### config.mk
export PLATFORM = sky130hd
export DESIGN_NAME = mem_arbiter_flat
export DESIGN_NICKNAME = d
export VERILOG_FILES = /design/src/rtl/mem_arbiter_if.sv /design/src/rtl/mem_arbiter.sv /design/src/flat_wrapper.sv
export SDC_FILE = /design/constraint.sdc
export NUM_CORES = 1
export LEC_CHECK = 0
export BUFFER_PORTS_ARGS = -buffer_cell sky130_fd_sc_hd__buf_4
export CAP_MARGIN = 20
export CORE_MARGIN = 2
export CORE_UTILIZATION = 41
export DETAILED_ROUTE_END_ITERATION = 10
export GPL_TIMING_DRIVEN = 1
export PLACE_DENSITY = 0.88
export SYNTH_ARGS = -nofsm -noshare
export SYNTH_HDL_FRONTEND = slang
export SYNTH_SLANG_ARGS = --single-unit
### constraint.sdc
create_clock -name clk_in -period 1.7 [get_ports clk_in]
set_clock_uncertainty 0.2 [all_clocks]
set_input_delay 0.17 -clock clk_in [delete_from_list [all_inputs] [get_ports clk_in]]
set_output_delay 0.17 -clock clk_in [all_outputs]
set_load 0.02 [all_outputs]
### src/rtl/mem_arbiter_if.sv
// mem_arbiter_if: requester-side and controller-side signals of the memory arbiter
interface mem_arbiter_if;
  logic        if_req;
  logic [31:0] if_addr;
  logic        if_rdy;
  logic [31:0] if_data;
  logic        mem_req;
  logic [1:0]  mem_op;
  logic [1:0]  mem_len;
  logic [31:0] mem_addr;
  logic [31:0] mem_wdata;
  logic        mem_rdy;
  logic [31:0] mem_rdata;
  logic        ctl_valid;
  logic [1:0]  ctl_op;
  logic [1:0]  ctl_len;
  logic [31:0] ctl_addr;
  logic [31:0] ctl_data;
  logic        ctl_done;
  logic [31:0] ctl_rdata;
  modport slave (
    input  if_req, if_addr, mem_req, mem_op, mem_len, mem_addr, mem_wdata, ctl_done, ctl_rdata,
    output if_rdy, if_data, mem_rdy, mem_rdata, ctl_valid, ctl_op, ctl_len, ctl_addr, ctl_data
  );
  modport master (
    output if_req, if_addr, mem_req, mem_op, mem_len, mem_addr, mem_wdata, ctl_done, ctl_rdata,
    input  if_rdy, if_data, mem_rdy, mem_rdata, ctl_valid, ctl_op, ctl_len, ctl_addr, ctl_data
  );
endinterface

### src/rtl/mem_arbiter.sv
// mem_arbiter: shares the memory controller request port between instruction fetch and load/store
module mem_arbiter #(
  parameter int STARVE_LIMIT = 4,
  parameter int CNT_W = 3
) (
  input logic clk_in,
  input logic rst_in,
  input logic rdy_in,
  input logic take_jmp,
  mem_arbiter_if.slave bus
);
  typedef enum logic [2:0] {IDLE, GNT_IF, GNT_MEM, DRAIN, RESP} state_t;
  state_t state, state_n;
  logic [CNT_W-1:0] starve, starve_n;
  logic mem_vld, gnt_if, gnt_mem, busy, if_done, mem_done;
  assign mem_vld = bus.mem_req && bus.mem_op != 2'b00;
  assign busy = state == GNT_IF || state == GNT_MEM || state == DRAIN;
  assign if_done = state == GNT_IF && bus.ctl_done && !take_jmp;
  assign mem_done = state == GNT_MEM && bus.ctl_done;
  // Arbitration in IDLE (MEM first unless IF has been starved) and transaction sequencing
  always_comb begin
    state_n = state;
    starve_n = starve;
    gnt_if = 1'b0;
    gnt_mem = 1'b0;
    case (state)
      IDLE: begin
        gnt_mem = mem_vld && (!bus.if_req || starve < CNT_W'(STARVE_LIMIT));
        gnt_if = !gnt_mem && bus.if_req && !take_jmp;
        state_n = gnt_mem ? GNT_MEM : gnt_if ? GNT_IF : IDLE;
        starve_n = (gnt_mem && bus.if_req) ? starve + 1'b1 : (bus.if_req && !gnt_if) ? starve : '0;
      end
      GNT_IF: state_n = bus.ctl_done ? RESP : take_jmp ? DRAIN : GNT_IF;
      GNT_MEM, DRAIN: state_n = bus.ctl_done ? RESP : state;
      default: state_n = IDLE;
    endcase
  end
  // State and starvation counter; everything freezes while rdy_in is low
  always_ff @(posedge clk_in)
    if (rst_in) begin
      state <= IDLE;
      starve <= '0;
    end else if (rdy_in) begin
      state <= state_n;
      starve <= starve_n;
    end
  // Controller request latch and completion routing back to the owning requester
  always_ff @(posedge clk_in)
    if (rst_in) begin
      bus.if_rdy <= 1'b0;
      bus.if_data <= '0;
      bus.mem_rdy <= 1'b0;
      bus.mem_rdata <= '0;
      bus.ctl_valid <= 1'b0;
      bus.ctl_op <= 2'b00;
      bus.ctl_len <= 2'b00;
      bus.ctl_addr <= '0;
      bus.ctl_data <= '0;
    end else if (rdy_in) begin
      bus.if_rdy <= if_done;
      bus.mem_rdy <= mem_done;
      if (if_done) bus.if_data <= bus.ctl_rdata;
      if (mem_done) bus.mem_rdata <= bus.ctl_rdata;
      if (gnt_if || gnt_mem) begin
        bus.ctl_valid <= 1'b1;
        bus.ctl_op <= gnt_mem ? bus.mem_op : 2'b01;
        bus.ctl_len <= gnt_mem ? bus.mem_len : 2'b11;
        bus.ctl_addr <= gnt_mem ? bus.mem_addr : bus.if_addr;
        bus.ctl_data <= gnt_mem ? bus.mem_wdata : '0;
      end else if (busy && bus.ctl_done) bus.ctl_valid <= 1'b0;
    end
endmodule

### src/flat_wrapper.sv
// flat-port wrapper written by rule: the top's interface ports become plain ports
module mem_arbiter_flat 
#(
  parameter int STARVE_LIMIT = 4,
  parameter int CNT_W = 3
)
  (clk_in, rst_in, rdy_in, take_jmp, bus_if_req, bus_if_addr, bus_mem_req, bus_mem_op, bus_mem_len, bus_mem_addr, bus_mem_wdata, bus_ctl_done, bus_ctl_rdata, bus_if_rdy, bus_if_data, bus_mem_rdy, bus_mem_rdata, bus_ctl_valid, bus_ctl_op, bus_ctl_len, bus_ctl_addr, bus_ctl_data);
  mem_arbiter_if bus_i ();
  input logic clk_in;
  input logic rst_in;
  input logic rdy_in;
  input logic take_jmp;
  input wire logic [$bits(bus_i.if_req)-1:0] bus_if_req;
  input wire logic [$bits(bus_i.if_addr)-1:0] bus_if_addr;
  input wire logic [$bits(bus_i.mem_req)-1:0] bus_mem_req;
  input wire logic [$bits(bus_i.mem_op)-1:0] bus_mem_op;
  input wire logic [$bits(bus_i.mem_len)-1:0] bus_mem_len;
  input wire logic [$bits(bus_i.mem_addr)-1:0] bus_mem_addr;
  input wire logic [$bits(bus_i.mem_wdata)-1:0] bus_mem_wdata;
  input wire logic [$bits(bus_i.ctl_done)-1:0] bus_ctl_done;
  input wire logic [$bits(bus_i.ctl_rdata)-1:0] bus_ctl_rdata;
  output wire logic [$bits(bus_i.if_rdy)-1:0] bus_if_rdy;
  output wire logic [$bits(bus_i.if_data)-1:0] bus_if_data;
  output wire logic [$bits(bus_i.mem_rdy)-1:0] bus_mem_rdy;
  output wire logic [$bits(bus_i.mem_rdata)-1:0] bus_mem_rdata;
  output wire logic [$bits(bus_i.ctl_valid)-1:0] bus_ctl_valid;
  output wire logic [$bits(bus_i.ctl_op)-1:0] bus_ctl_op;
  output wire logic [$bits(bus_i.ctl_len)-1:0] bus_ctl_len;
  output wire logic [$bits(bus_i.ctl_addr)-1:0] bus_ctl_addr;
  output wire logic [$bits(bus_i.ctl_data)-1:0] bus_ctl_data;
  assign bus_i.if_req = bus_if_req;
  assign bus_i.if_addr = bus_if_addr;
  assign bus_i.mem_req = bus_mem_req;
  assign bus_i.mem_op = bus_mem_op;
  assign bus_i.mem_len = bus_mem_len;
  assign bus_i.mem_addr = bus_mem_addr;
  assign bus_i.mem_wdata = bus_mem_wdata;
  assign bus_i.ctl_done = bus_ctl_done;
  assign bus_i.ctl_rdata = bus_ctl_rdata;
  assign bus_if_rdy = bus_i.if_rdy;
  assign bus_if_data = bus_i.if_data;
  assign bus_mem_rdy = bus_i.mem_rdy;
  assign bus_mem_rdata = bus_i.mem_rdata;
  assign bus_ctl_valid = bus_i.ctl_valid;
  assign bus_ctl_op = bus_i.ctl_op;
  assign bus_ctl_len = bus_i.ctl_len;
  assign bus_ctl_addr = bus_i.ctl_addr;
  assign bus_ctl_data = bus_i.ctl_data;
  mem_arbiter #(.STARVE_LIMIT(STARVE_LIMIT), .CNT_W(CNT_W)) u_core (.clk_in(clk_in), .rst_in(rst_in), .rdy_in(rdy_in), .take_jmp(take_jmp), .bus(bus_i));
endmodule
# Word level (Yosys, flattened, before mapping)
# Cells that the tools add are included.
# op_classes
n_reduce_logical	28
addsub	1
n_mux	16
n_eq_ne	5
magnitude_cmp	1
# ops
operator	count
$mux 32	2
$mux 3	5
$logic_and 1x1->1	10
$reduce_and 2->1	5
$pmux 3 s3	1
$eq 3x2->1 const B	2
$mux 2	3
$mux 1	5
$logic_not 1->1	4
$logic_or 1x1->1	4
$reduce_bool 2->1	2
$add 3x1->3 const B	1
$eq 3x1->1 const B	1
$logic_not 3->1	1
$lt 3x3->1 const B	1
$reduce_and 3->1	1
$ne 2x1->1 const B	1
$ne 2x2->1 const B	1
$reduce_or 2->1	1
# totals
in_bits	139
out_inout_bits	135
elab_cells	62
register_bits	141

# Logic depth before layout (Yosys ltp)
# Gate-level depths: netlist (run 1).
# depth
ltp_word	10
depth_mapped	7
ltp_nobuf	4

# Worst setup path before layout (run 1)
# Ideal clock, no wire load.
# synth_path
kind	reg-to-reg
from	register u_core.state[1]
to	register u_core.bus.ctl_data[10]
required_time_ps	1383
setup_time_ps	117
synth_period_minus_slack_ps	1827
arrival_time_ps	1510
path_stages_with_launch	8
n_path_buf	3
setup_slack_ps	-127
cell_sequence	dfxtp_1 > buf_4 > nor4b_4 > o211a_4 > nor2_1 > buf_6 > buf_6 > a22o_2
# synth_between
elab_chain_cells	4
elab_cells_between_ends	6
classes_between	mux (3); reduce/logical (3)
# synth_rtl
item	line	rtl
from (decl)	mem_arbiter.sv:13	state_t state, state_n;
from (signal assigned)	mem_arbiter.sv:44	state <= state_n;
$logic_not 3->1 (*)	mem_arbiter.sv:26	case (state)
$mux 1	mem_arbiter.sv:26	
$logic_or 1x1->1	mem_arbiter.sv:64	if (gnt_if || gnt_mem) begin
$reduce_and 2->1 (no source line)	n/a	
to (signal assigned)	mem_arbiter.sv:69	bus.ctl_data <= gnt_mem ? bus.mem_wdata : '0;
to (decl)	mem_arbiter_if.sv:23	output if_rdy, if_data, mem_rdy, mem_rdata, ctl_valid, ctl_op, ctl_len, ctl_addr, ctl_data
# Every way passes the cells marked *; elsewhere a longest branch is shown, timed or not.
# A chain may end at the register's enable or synchronous reset.

# Worst setup path in the final report (run 1)
# layout_path
from	register u_core.state[0]
to	register u_core.bus.ctl_addr[10]
# layout_between
elab_chain_cells	4
elab_cells_between_ends	6
classes_between	mux (3); reduce/logical (3)
# layout_rtl
item	line	rtl
$logic_not 3->1 (*)	mem_arbiter.sv:26	
$mux 1	mem_arbiter.sv:26	
$logic_or 1x1->1	mem_arbiter.sv:64	
$reduce_and 2->1 (no source line)	n/a	
to (signal assigned)	mem_arbiter.sv:68	bus.ctl_addr <= gnt_mem ? bus.mem_addr : bus.if_addr;
to (decl)	mem_arbiter_if.sv:23	
# Marked as above.

==> results of run 1 <==
==> layer usage <==
layer | wire length (µm) | vias to the layer above
met2 | 13400 | 478
met4 | 1720 | 4
met3 | 3100 | 160
li1 | - | 2750
met5 | 65 | -
met1 | 9350 | 2993
==> where the power goes <==
group | internal, µW | leakage (µW) | switching, µW
Clock | 2070 | 0.000264 | 1500
Sequential | 3430 | 0.00114 | 120
Combinational | 918 | 0.00316 | 839
Total | 6420 | 0.00457 | 2460
==> stage by stage <==
stage	hold WS (ps)	cell area, µm²	power (µW)	utilization (%)	worst slack (ps)
2_1_floorplan	95.5	5230	4080	-	-116
4_1_cts	8.69	9720	8410	77.6	-187
5_1_grt	73.6	10500	9070	83.7	-342
6_report	84.4	10500	8870	83.7	-287
3_5_place_dp	187	7570	4640	60.4	-530
3_3_place_gp	180	7570	4610	60.4	-493
==> logic make-up (layout without fill, tap and decap cells) <==
| family | after synthesis | count (layout) | share of synthesized area (%) |
|---|---|---|---|
| flip-flops | 141 | 141 | 54.1 |
| multiplexers | 32 | 32 | 6.14 |
| adder cells (fa/ha/maj) | 1 | 1 | 0.240 |
| other | 0 | 3 | 0 |
| buffers and inverters | 43 | 486 | 4.94 |
| AO/OA/AOI/OAI | 149 | 149 | 20.5 |
| AND/OR/NAND/NOR | 167 | 170 | 14.1 |
==> state kept, by name (all words and copies together), names as in the netlist <==
signal and count:
u_core.bus.ctl_addr 32, u_core.bus.if_data 32, u_core.bus.ctl_len 2, u_core.bus.mem_rdata 32, u_core.bus.ctl_data 32, u_core.bus.if_rdy 1, u_core.bus.mem_rdy 1, u_core.bus.ctl_valid 1
u_core.state 3, u_core.bus.ctl_op 2, u_core.starve 3
==> cell usage after synthesis, types with 2 or more instances <==
cell,count,area (µm²)
dfxtp_1,141,2820
nand2_1,134,503
a21oi_1,69,345
mux2i_1,32,320
o2bb2ai_1,32,280
a22o_2,29,290
clkbuf_1,17,63.8
buf_2,13,65.1
nor2_1,11,41.3
buf_6,10,113
a22o_1,4,35.0
nand2b_1,4,25.0
nand3_1,4,20.0
nor2b_1,3,18.8
o21ai_0,3,15.0
o22ai_1,3,18.8
nand4_1,2,12.5
==> critical path: cells and delay by family, from the launching register on <==
| kind | cells | cell delay [ps] |
|---|---|---|
| buffers and inverters | 3 | 480 |
| multiplexers | 1 | 360 |
| AND/OR/NAND/NOR | 2 | 340 |
| flip-flops | 1 | 330 |
| AO/OA/AOI/OAI | 1 | 130 |
==> final timing paths <==
kind | slack, ps | startpoint | endpoint
hold reg to reg | 250 | u_core.bus.mem_rdata[15]$_SDFFE_PP0P_ | u_core.bus.mem_rdata[15]$_SDFFE_PP0P_
setup / recovery | -290 | u_core.state[0]$_SDFFE_PP0P_ | u_core.bus.ctl_addr[10]$_SDFFE_PP0P_
setup reg to reg | -290 | u_core.state[0]$_SDFFE_PP0P_ | u_core.bus.ctl_addr[10]$_SDFFE_PP0P_
hold / removal | 80 | take_jmp | u_core.state[1]$_SDFFE_PP0P_
==> final cells by class <==
class | instances | area share, %
antenna | 3 | 0.0716
multi-input combinational | 352 | 27.0
clock buffer | 20 | 4.36
clock inverter | 10 | 0.896
inverter | 1 | 0.0358
sequential | 141 | 27.0
tap | 172 | 2.05
timing repair buffer | 455 | 38.6
==> what timing repair did <==
item,4_1_cts,5_1_grt
hold endpoints to repair,138,0
endpoints found under the setup margin,130,136
resized for setup,30,77
hold buffers,135,0
buffers inserted,5,2
gates cloned,3,10
pin swaps,2,10
==> impl_metrics.csv, run 1 <==
group,metric,value,unit
run_status,status,"complete, but fails checks",
run_status,violations,"setup timing",
critical_path,path_class,"register to register",
floorplanning,start_util,41.7,%
floorplanning,die-area,13600,µm²
floorplanning,ios,274,
hold_path,hold-path-cell-count,4,
global_routing,top_usage_layer,"met2",
critical_path,crit_chain,"buf_6 > buf_4 > nor3_2 > nand3_2 > buf_12 > mux2i_1 > o2bb2ai_4",
final_layout,fillers,614,
clock_network,cts_made_buffers,17,
yosys,synth-edff-count,0,
yosys,synth_area_per_cell,9.79,µm²
critical_path,crit_path_end_kind,"register",
detailed_routing,routed_wl,27.7,mm
clock_network,cts_tree,"done",
hold_path,hold_path.class,"primary input to register",
timing,post-route-worst-setup-slack,-287,ps
critical_path,max_stage_delay,360,ps
yosys,synth-seq-cells,141,
global_routing,grtUsageMet2,56.0,%
timing,hold_viol,0,
global_routing,grt-ovfl-total,0,
detailed_routing,viasPerCell,5.53,
yosys,synth_ff_type,"dfxtp_1",
pwr,vdd_drop_max,858,µV
yosys,yosysSeqAreaShare,54.1,%
placed_design,hpwl,11.9,mm
detailed_routing,drc_errors,0,
timing,setup_viol_count_final,68,
global_routing,grt_max_degree,44,
pwr,p_leak,0.00457,µW
final_layout,multiInputGateArea,2830,µm²
yosys,syn_area,5220,µm²
placed_design,dp.cells,966,
global_routing,grt_pass1_wl,33.9,mm
final_layout,areaGrowthSynthToFinish,101,%
final_layout,instances_no_fill,1154,
global_routing,grt_pass1_vias,6373,
floorplanning,die_w,117,µm
placed_design,routabilityCongestion,0.767,
yosys,yosys_warnings,0,
clock_network,root_buffer,"clkbuf_16",
critical_path,worstPathRequired,1790,ps
critical_path,critPathLaunchType,"register",
timing,min_period,1990,ps
timing,maxSlewHeadroom,44.1,%
floorplanning,coreArea,12500,µm²
critical_path,ff2ff_path_depth,7,
timing,period_share,117,%
detailed_routing,firstDrtPassIters,8,
final_layout,layout_common_cells,"296 x buf_4, 138 x dfxtp_1, 135 x dlygate4sd3_1",
final_layout,mostFrequentLayoutCell,"buf_4",
placed_design,portBuffers,273,
global_routing,grt_usage,32.9,%
clock_network,cts_buffer_depth,2,
run,maxCapViolations,0,
final_layout,ff_latch_area,2830,µm²
clock_network,clk_pin_slew,60,ps
timing,rsz0062_at_grt,"yes",
global_routing,antenna_found_initial,4,
critical_path,worstPathArrival,2080,ps
detailed_routing,num_vias,6385,
final_layout,final_nets,1108,
critical_path,cp_max_fo,32,
detailed_routing,drtIter0Drc,511,
yosys,synthDistinctLibCells,39,
clock_network,cts.sinks,141,
clock_network,worstSkewPairLatency,420,ps
yosys,async_flop_share,0,%
clock_network,cts_max_level,4,
timing,slew_viol_final,0,
yosys,synth_nets,673,
timing,max_freq,503,MHz
floorplanning,row_count,41,
final_layout,drive_gt1_share,45.6,%
pwr,power_density,847,nW/µm²
floorplanning,die_h,117,µm
timing,tns,-13920,ps
detailed_routing,post_drt_wl_per_cell,24.0,µm
global_routing,grt_use_met1,33.0,%
critical_path,crit_slowest_cell,"mux2i_1",
timing,worst_pin_slew,836,ps
detailed_routing,ant_nets,0,
yosys,synth_cells,533,
global_routing,met3_usage,12.9,%
Note: power is estimated with default switching activity, not from simulation.
==> inputs of run 2 (changes only) <==
--- a/config.mk
+++ b/config.mk
@@ -12,6 +12,7 @@
 export DETAILED_ROUTE_END_ITERATION = 10
 export GPL_TIMING_DRIVEN = 1
 export PLACE_DENSITY = 0.88
+export SKIP_CTS_REPAIR_TIMING = 1
 export SYNTH_ARGS = -nofsm -noshare
 export SYNTH_HDL_FRONTEND = slang
 export SYNTH_SLANG_ARGS = --single-unit
==> run 2 against run 1 <==
The flow finishes with violations (hold timing, setup timing); die area unchanged; sequential share of layout area up 1.5 points; maximum frequency up 1.4%; clock power down 3%; power down 3.8%; largest cell class unchanged; sequential power about the same; final area down 5.3%; global-route usage down 11 points; flip-flop and latch count unchanged; combinational power down 13%; first-iteration DRC count down 4.3%.
==> impl_metrics.csv, run 2 (same netlist as run 1, synthesis figures left out) <==
group,metric,value,unit
run_status,status,"complete, but fails checks",
run_status,violations,"hold timing, setup timing",
floorplanning,ios,274,
pwr,p_leak,0.00447,µW
global_routing,grt_usage,22.3,%
hold_path,min_to,"u_core.bus.mem_rdy$_SDFFE_PP0P_",
floorplanning,row_count,41,
final_layout,areaGrowthSynthToFinish,90.2,%
critical_path,crit_path_end_kind,"register",
final_layout,drive_gt1_share,40.9,%
detailed_routing,wl_met3,2.00,mm
placed_design,dp.cells,966,
global_routing,grt_pass1_wl,23.5,mm
floorplanning,die_w,117,µm
detailed_routing,drc_errors,0,
timing,maxSlewHeadroom,42.7,%
timing,fin_hold_ws,-19.6,ps
critical_path,worstPathRequired,1840,ps
critical_path,r2r_setup_slack,-260,ps
clock_network,cts_tree,"done",
clock_network,cts.sinks,141,
run,maxCapViolations,0,
hold_path,hold-path-cell-count,4,
clock_network,cts_buffer_depth,2,
critical_path,r2r_end,"u_core.bus.ctl_data[0]$_SDFFE_PP0P_",
placed_design,placed_cell_area,7570,µm²
hold_path,hold_start,"rdy_in",
clock_network,worstSkewPairLatency,410,ps
placed_design,routabilityCongestion,0.767,
clock_network,cts_max_level,4,
timing,rsz0062_at_grt,"yes",
final_layout,fin_area,9920,µm²
detailed_routing,routed_wl,23.5,mm
detailed_routing,post_drt_wl_per_cell,20.5,µm
placed_design,hpwl,11.9,mm
timing,post-route-worst-setup-slack,-259,ps
detailed_routing,met1_length,8.43,mm
timing,hold_viol,2,
placed_design,portBuffers,273,
detailed_routing,drtIter0Drc,489,
timing,period_share,115,%
pwr,power_density,860,nW/µm²
pwr,vdd_drop_max,838,µV
final_layout,fin_util,79.3,%
critical_path,worstPathArrival,2100,ps
timing,max_freq,510,MHz
clock_network,root_buffer,"clkbuf_16",
critical_path,path_class,"register to register",
detailed_routing,ant_nets,0,
critical_path,cp-startpoint,"u_core.state[1]$_SDFFE_PP0P_",
global_routing,grt_max_degree,48,
critical_path,critPathLaunchType,"register",
global_routing,grt_pass1_vias,4787,
detailed_routing,firstDrtPassIters,5,
detailed_routing,wl_met2,12.2,mm
final_layout,layout_common_cells,"300 x buf_4, 138 x dfxtp_1, 136 x dlygate4sd3_1",
floorplanning,die-area,13600,µm²
detailed_routing,viasPerCell,5.25,
critical_path,ff2ff_path_depth,6,
detailed_routing,num_vias,6039,
hold_path,hold_path.class,"primary input to register",
placed_design,dp_slack,-530,ps
global_routing,grt-ovfl-total,0,
timing,slew_viol_final,0,
floorplanning,coreArea,12500,µm²
global_routing,antenna_found_initial,4,
floorplanning,die_h,117,µm
final_layout,final_nets,1103,
timing,worst_pin_slew,858,ps
clock_network,clk_pin_slew,60,ps
floorplanning,start_util,41.7,%
detailed_routing,top_layer,"met4",
final_layout,instances_no_fill,1150,
final_layout,mostFrequentLayoutCell,"buf_4",
timing,setup_viol_count_final,123,
critical_path,cp_max_fo,8,
timing,min_period,1960,ps
clock_network,cts_made_buffers,17,
critical_path,r2r_start,"u_core.state[1]$_SDFFE_PP0P_",
## run 2: per-stage QoR
step,setup TNS (ps),power [µW]
after floorplan,-4820,4080
after global placement,-26780,4610
after detailed placement,-27490,4640
after CTS,-21480,8060
after global routing,-22960,8760
final,-13490,8530
## run 2: area by class of cell
class | instances | area (µm²)
well taps | 172 | 215
repair buffers | 451 | 3910
flip-flops and latches | 141 | 2830
fillers | 697 | 2590
multi-input cells | 351 | 2410
clock buffers | 20 | 457
diodes | 4 | 10.0
inverters | 1 | 3.75
clock inverters | 10 | 93.8
## run 2: power breakdown
part | switching [µW] | internal [µW] | leakage (µW)
clock network | 1410 | 2070 | 0.000264
logic | 711 | 820 | 0.00306
registers | 92.3 | 3430 | 0.00114
## run 2: worst max-delay path, stage by stage (launching register included)
cell and delay [ps]:
dfxtp_2 320, buf_6 110, or4b_4 590, nor3_4 180, buf_12 160, clkbuf_16 170, a22o_1 160
## run 2: how the worst max path moves through the flow
stage	endpoint	slack (ps)
5_1_grt	u_core.bus.ctl_addr[2]$_SDFFE_PP0P_	-490
6_report	u_core.bus.ctl_data[0]$_SDFFE_PP0P_	-260
3_5_place_dp	u_core.bus.ctl_addr[25]$_SDFFE_PP0P_	-530
2_1_floorplan	u_core.bus.ctl_data[10]$_SDFFE_PP0P_	-120
4_1_cts	u_core.bus.ctl_addr[25]$_SDFFE_PP0P_	-400
3_3_place_gp	u_core.bus.ctl_addr[18]$_SDFFE_PP0P_	-490
## run 2: per-layer routing
metal,vias up,global-route usage [%]
li1,2736,-
met1,2882,23.6
met2,341,38.8
met3,80,9.17
met4,0,10.5
met5,-,0
